## config.mk

```make
export PLATFORM = sky130hd
export DESIGN_NAME = layer_decoder
export DESIGN_NICKNAME = d
export VERILOG_FILES = /design/src/rtl/bitstream_pkg.sv /design/src/rtl/bitstream_counter.sv /design/src/rtl/layer_decoder.sv
export SDC_FILE = /design/constraint.sdc
export NUM_CORES = 1
export LEC_CHECK = 0
export ABC_AREA = 1
export BUFFER_PORTS_ARGS = -buffer_cell sky130_fd_sc_hd__buf_2
export CAP_MARGIN = 20
export CORE_UTILIZATION = 51
export CTS_BUF_LIST = sky130_fd_sc_hd__clkbuf_16
export DETAILED_ROUTE_END_ITERATION = 8
export PLACE_DENSITY = 0.7
export SYNTH_ARGS = -nofsm -noshare
export SYNTH_HDL_FRONTEND = slang
export SYNTH_HIERARCHICAL = 1
export SYNTH_SLANG_ARGS = --single-unit
```

## constraint.sdc

```tcl
create_clock -name clk -period 3.1 [get_ports clk]
set_input_delay 0.62 -clock clk [delete_from_list [all_inputs] [get_ports clk]]
set_output_delay 0.62 -clock clk [all_outputs]
set_load 0.01 [all_outputs]
```

## src/rtl/bitstream_pkg.sv

```systemverilog
// Shared types and width helpers for the bitstream encoder/decoder blocks.
// Pure declarations: no latency, no flow control.
package bitstream_pkg;

    typedef enum logic [1:0] {
        IDLE    = 2'd0,
        SCAN    = 2'd1,
        PRESENT = 2'd2
    } decoder_state_t;

    // Width that can hold every count 0..window inclusive.
    function automatic int count_width(input int window);
        return $clog2(window + 1);
    endfunction

    // Class index width, never narrower than one bit.
    function automatic int class_width(input int neurons);
        return (neurons > 1) ? $clog2(neurons) : 1;
    endfunction

endpackage

```

## src/rtl/bitstream_counter.sv

```systemverilog
// Ones-counter for one bitstream; the final total includes the current bit, and the count restarts on window end.
// Registered accumulator; the final total is combinational; no backpressure (enable only).
module bitstream_counter #(
    parameter int COUNT_WIDTH = 9
) (
    input  logic                   clk,
    input  logic                   n_rst,
    input  logic                   enable,
    input  logic                   bit_in,
    input  logic                   window_end,
    output logic [COUNT_WIDTH-1:0] running_total,
    output logic [COUNT_WIDTH-1:0] final_total
);

    logic [COUNT_WIDTH-1:0] acc_q;
    logic [COUNT_WIDTH-1:0] acc_d;

    assign final_total   = acc_q + COUNT_WIDTH'(bit_in);
    assign running_total = acc_q;

    always_comb begin
        acc_d = acc_q;
        if (enable) begin
            acc_d = window_end ? '0 : final_total;
        end
    end

    always_ff @(posedge clk) begin
        if (!n_rst) begin
            acc_q <= '0;
        end else begin
            acc_q <= acc_d;
        end
    end

endmodule

```

## src/rtl/layer_decoder.sv

```systemverilog
// Turns per-neuron bitstreams into counts and an argmax class per window; valid NEURON_COUNT cycles after the last bit.
// Result is held until result_ready; a window ending while a result is pending is dropped and sets sticky overrun.
module layer_decoder
    import bitstream_pkg::*;
#(
    parameter int NEURON_COUNT = 2,
    parameter int WINDOW       = 256,
    parameter int COUNT_WIDTH  = count_width(WINDOW)
) (
    input  logic                                   clk,
    input  logic                                   n_rst,
    input  logic [NEURON_COUNT-1:0]                layer_output,
    input  logic                                   stream_enable,
    output logic [COUNT_WIDTH-1:0]                 result_count [NEURON_COUNT],
    output logic [class_width(NEURON_COUNT)-1:0]   result_class,
    output logic                                   result_valid,
    input  logic                                   result_ready,
    output logic                                   overrun
);

    localparam int POS_W   = $clog2(WINDOW);
    localparam int SCAN_W  = $clog2(NEURON_COUNT + 1);
    localparam int CLASS_W = class_width(NEURON_COUNT);

    typedef logic [COUNT_WIDTH-1:0] count_t;

    decoder_state_t     state_q, state_d;
    logic [POS_W-1:0]   pos_q, pos_d;
    count_t             snap_q [NEURON_COUNT];
    count_t             snap_d [NEURON_COUNT];
    count_t             final_total [NEURON_COUNT];
    count_t             running_total_unused [NEURON_COUNT];
    logic [CLASS_W-1:0] best_idx_q, best_idx_d;
    count_t             best_val_q, best_val_d;
    logic [SCAN_W-1:0]  scan_idx_q, scan_idx_d;
    logic [CLASS_W-1:0] class_q, class_d;
    logic               overrun_q, overrun_d;
    count_t             cand_val;
    logic               window_end;

    assign window_end = stream_enable && (pos_q == POS_W'(WINDOW - 1));

    for (genvar gi = 0; gi < NEURON_COUNT; gi++) begin : g_cnt
        bitstream_counter #(
            .COUNT_WIDTH (COUNT_WIDTH)
        ) u_cnt (
            .clk           (clk),
            .n_rst         (n_rst),
            .enable        (stream_enable),
            .bit_in        (layer_output[gi]),
            .window_end    (window_end),
            .running_total (running_total_unused[gi]),
            .final_total   (final_total[gi])
        );
    end

    always_comb begin
        state_d    = state_q;
        pos_d      = pos_q;
        snap_d     = snap_q;
        best_idx_d = best_idx_q;
        best_val_d = best_val_q;
        scan_idx_d = scan_idx_q;
        class_d    = class_q;
        overrun_d  = overrun_q;
        cand_val   = '0;

        if (stream_enable) begin
            pos_d = window_end ? '0 : pos_q + 1'b1;
        end
        // The pending check uses the pre-edge state, so a window ending on the acceptance edge is lost.
        if (window_end && state_q != IDLE) begin
            overrun_d = 1'b1;
        end

        for (int i = 0; i < NEURON_COUNT; i++) begin
            if (scan_idx_q == SCAN_W'(i)) begin
                cand_val = snap_q[i];
            end
        end

        case (state_q)
            IDLE: begin
                if (window_end) begin
                    snap_d     = final_total;
                    best_idx_d = '0;
                    best_val_d = final_total[0];
                    scan_idx_d = SCAN_W'(1);
                    state_d    = SCAN;
                end
            end
            SCAN: begin
                // Strict compare keeps the lowest index on ties.
                if (scan_idx_q == SCAN_W'(NEURON_COUNT)) begin
                    class_d = best_idx_q;
                    state_d = PRESENT;
                end else begin
                    if (cand_val > best_val_q) begin
                        best_val_d = cand_val;
                        best_idx_d = CLASS_W'(scan_idx_q);
                    end
                    scan_idx_d = scan_idx_q + 1'b1;
                end
            end
            PRESENT: begin
                if (result_ready) begin
                    state_d = IDLE;
                end
            end
            default: state_d = IDLE;
        endcase
    end

    always_ff @(posedge clk) begin
        if (!n_rst) begin
            state_q    <= IDLE;
            pos_q      <= '0;
            best_idx_q <= '0;
            best_val_q <= '0;
            scan_idx_q <= '0;
            class_q    <= '0;
            overrun_q  <= 1'b0;
            for (int i = 0; i < NEURON_COUNT; i++) begin
                snap_q[i] <= '0;
            end
        end else begin
            state_q    <= state_d;
            pos_q      <= pos_d;
            best_idx_q <= best_idx_d;
            best_val_q <= best_val_d;
            scan_idx_q <= scan_idx_d;
            class_q    <= class_d;
            overrun_q  <= overrun_d;
            snap_q     <= snap_d;
        end
    end

    assign result_count = snap_q;
    assign result_class = class_q;
    assign result_valid = (state_q == PRESENT);
    assign overrun      = overrun_q;

endmodule

```

==> qor.yml <==
fmax_mhz: 396
p_comb_share_pct: 3.0
crit_type: "reg2reg"
period_needed_ns: 2.52
min_path_type: "reg2reg"
wl_per_cell_microns: 12.3
p_per_area_nw_per_um2: 479
multi_input_area_sq_um: 1690
cts_hold_buf: 0
fill_cells: 534
relSlewSlack_pct: 53.6
final_common_cell: "nand2_1"
crit_path_end_kind: "register"
worst_slew_pin_slew_ns: 0.690
post_cts_buffers: 0
intPower_mw: 1.40
synth_cell_types: 33
rsz0062_at_grt: "false"
grt_util_met3_pct: 4.33
setup.worst_path.start_class: "register"
p_leak_nw: 1.62
fin_nets: 513
clock_power_share_pct: 52.5
critPathRequiredTime_ns: 3.32
grt_first_pass_wirelength_microns: 11700
routabilityCongestion: 0.869
grt.met2_usage_pct: 36.5
grt_pass1_vias: 2657
cts_resized: 0
seq_area_frac_synth_pct: 37.3
start_util_pct: 53.8
htreeDepth: 3
drc: 0
syn-cell-area_sq_um: 3220
io_buffer_count: 26
seqPwrFrac_pct: 44.4
cts_buffers: 9
slew_violations: 0
setup-tns-final_ns: 0
antenna_found_initial: 0
postRouteAntennaNets: 0
synthCells: 463
wirelength_microns: 7020
mostFrequentLayoutCells: "nand2_1, inv_1, dfxtp_1"
fin_crit_sh_pct: 81.4
crit_path_max_fanout: 12
track_usage_pct: 23.3
clock_sinks: 60
synth_seq_cells: 60
ff_latch_area_sq_um: 1200
place_ws_ns: 0.601
area_delta_synth_final_pct: 14.1
vias: 2931
p_sw_uw: 365
status: "completed"
critical_path_arrival_ns: 2.74
io_pins: 27
grt_start_max_net_pins: 58
maxCapViolCount: 0
viasPerCell: 5.14
cts_buffer_depth: 2
setup_viol: 0
drtPass1Iterations: 4
worst_slack_ns: 0.576
cts_tree: "done"
clkTransAtPathRegs_ns: 0.05
vdd_drop_max_mv: 0.300
fin_skew_ns: 0.00735
swShare_pct: 20.7
ys_warn_count: 6
grt_util_met1_pct: 30.4
diodes: 0
dp_hpwl_microns: 5010
insertion_delay_ns: 0.33
die_w_microns: 81.5
syn_avg_cell_area_sq_um: 6.96
drive_gt1_share_pct: 11.9
root_buffer: "clkbuf_16"
grt_overflow: 0
syn-num-nets: 486
die_h_microns: 81.5
busiest_layer: "met2"
drt_iter0_drc: 200
design.die.area_sq_um: 6640
num_rows: 28
core-area_sq_um: 5990
finalHoldViolCount: 0
-- Yosys cell counts, drive strengths merged --
cell type / number / share of area (%)
a21o: 1 / 0.23
a21oi: 54 / 9.6
a31oi: 1 / 0.19
and2: 8 / 1.6
and3: 1 / 0.19
buf: 6 / 1.7
clkbuf: 7 / 0.82
clkinv: 3 / 0.35
dfxtp: 60 / 37
ha: 17 / 6.6
inv: 64 / 7.5
nand2: 113 / 13
nand3: 37 / 5.9
nand4: 1 / 0.19
nor2: 38 / 4.7
nor3: 5 / 0.93
nor3b: 2 / 0.47
nor4: 1 / 0.19
o211ai: 1 / 0.23
o21a: 2 / 0.47
o21ai: 25 / 3.9
o22ai: 8 / 1.6
o31ai: 1 / 0.23
xnor2: 2 / 0.54
xor2: 5 / 1.4
-- stage by stage --
step	hold slack [ns]	total power, mW	cells	utilization, %	cell area [sq um]
after detailed placement	0.448	0.852	554	56.7	3400
final	0.457	1.76	570	61.4	3680
after global routing	0.492	1.82	570	61.4	3680
after CTS	0.460	1.78	570	61.4	3680
after floorplan	0.448	0.833	463	-	3220
after global placement	0.445	0.851	554	56.7	3400
-- cell type report --
class                           instances  share of cell area, %
Tap cell                               75                   2.55
Clock inverter                          7                   1.43
Sequential cell                        60                   32.7
Timing Repair Buffer                   29                   4.49
Multi-Input combinational cell        323                   45.9
Inverter                               67                   6.84
Clock buffer                            9                   6.13
-- cells by family (layout without fill, tap and decap cells) --
group                      count (synthesis)  after routing  share of synthesized area [%]
adders and majority gates                 17             17                           6.60
DFF                                       60             60                           37.3
xor gates and xnor gates                   7              7                           1.90
buffers and inverters                     80            112                           10.3
AOI/OAI and AO/OA                         93             93                           16.4
and+or+nand+nor                          206            206                           27.5
-- power by group through the flow --
stage	sequential, mW	clock [mW]	combinational [mW]
3_3_place_gp	0.798	0	0.0530
5_1_grt	0.783	0.975	0.0608
6_report	0.783	0.925	0.0536
4_1_cts	0.783	0.945	0.0539
3_5_place_dp	0.798	0	0.0537
2_1_floorplan	0.797	0	0.0363
-- routing by layer --
layer  up-vias  wire, microns
met5         -              0
met4         0            170
met3        16            267
met2        62           3080
met1      1301           3500
li1       1552              -
-- state kept, by name (all words and copies together), names as in the netlist --
register                   cells
g_cnt.u_cnt/running_total     18
result_count                  18
best_val_q                     9
pos_q                          8
scan_idx_q                     2
state_q                        2
best_idx_q                     1
overrun                        1
result_class                   1
-- worst paths after layout --
check,startpoint,to,slack (ns),cells after the start
worst max-delay path,scan_idx_q[1]$_SDFFE_PN0P_,best_val_q[8]$_SDFFE_PN0P_,0.58,17
worst min-delay path,overrun$_SDFFE_PN0P_,overrun$_SDFFE_PN0P_,0.46,1
worst max register to register,scan_idx_q[1]$_SDFFE_PN0P_,best_val_q[8]$_SDFFE_PN0P_,0.58,17
worst min register to register,overrun$_SDFFE_PN0P_,overrun$_SDFFE_PN0P_,0.46,1
-- worst max-delay path, cell delays in order (launching register included) --
cell	delay [ns]
dfxtp_1	0.32
inv_1	0.07
ha_1	0.16
clkinv_1	0.20
nand2_1	0.31
o22ai_1	0.16
ha_1	0.32
nand2_1	0.07
inv_1	0.06
nand2_1	0.06
nand2_1	0.04
nor2_1	0.10
nand2_1	0.06
nand2_1	0.08
buf_4	0.20
nand3_1	0.09
nand2_1	0.06
nor2_1	0.04
No activity file was read; power rests on OpenSTA's default activity.
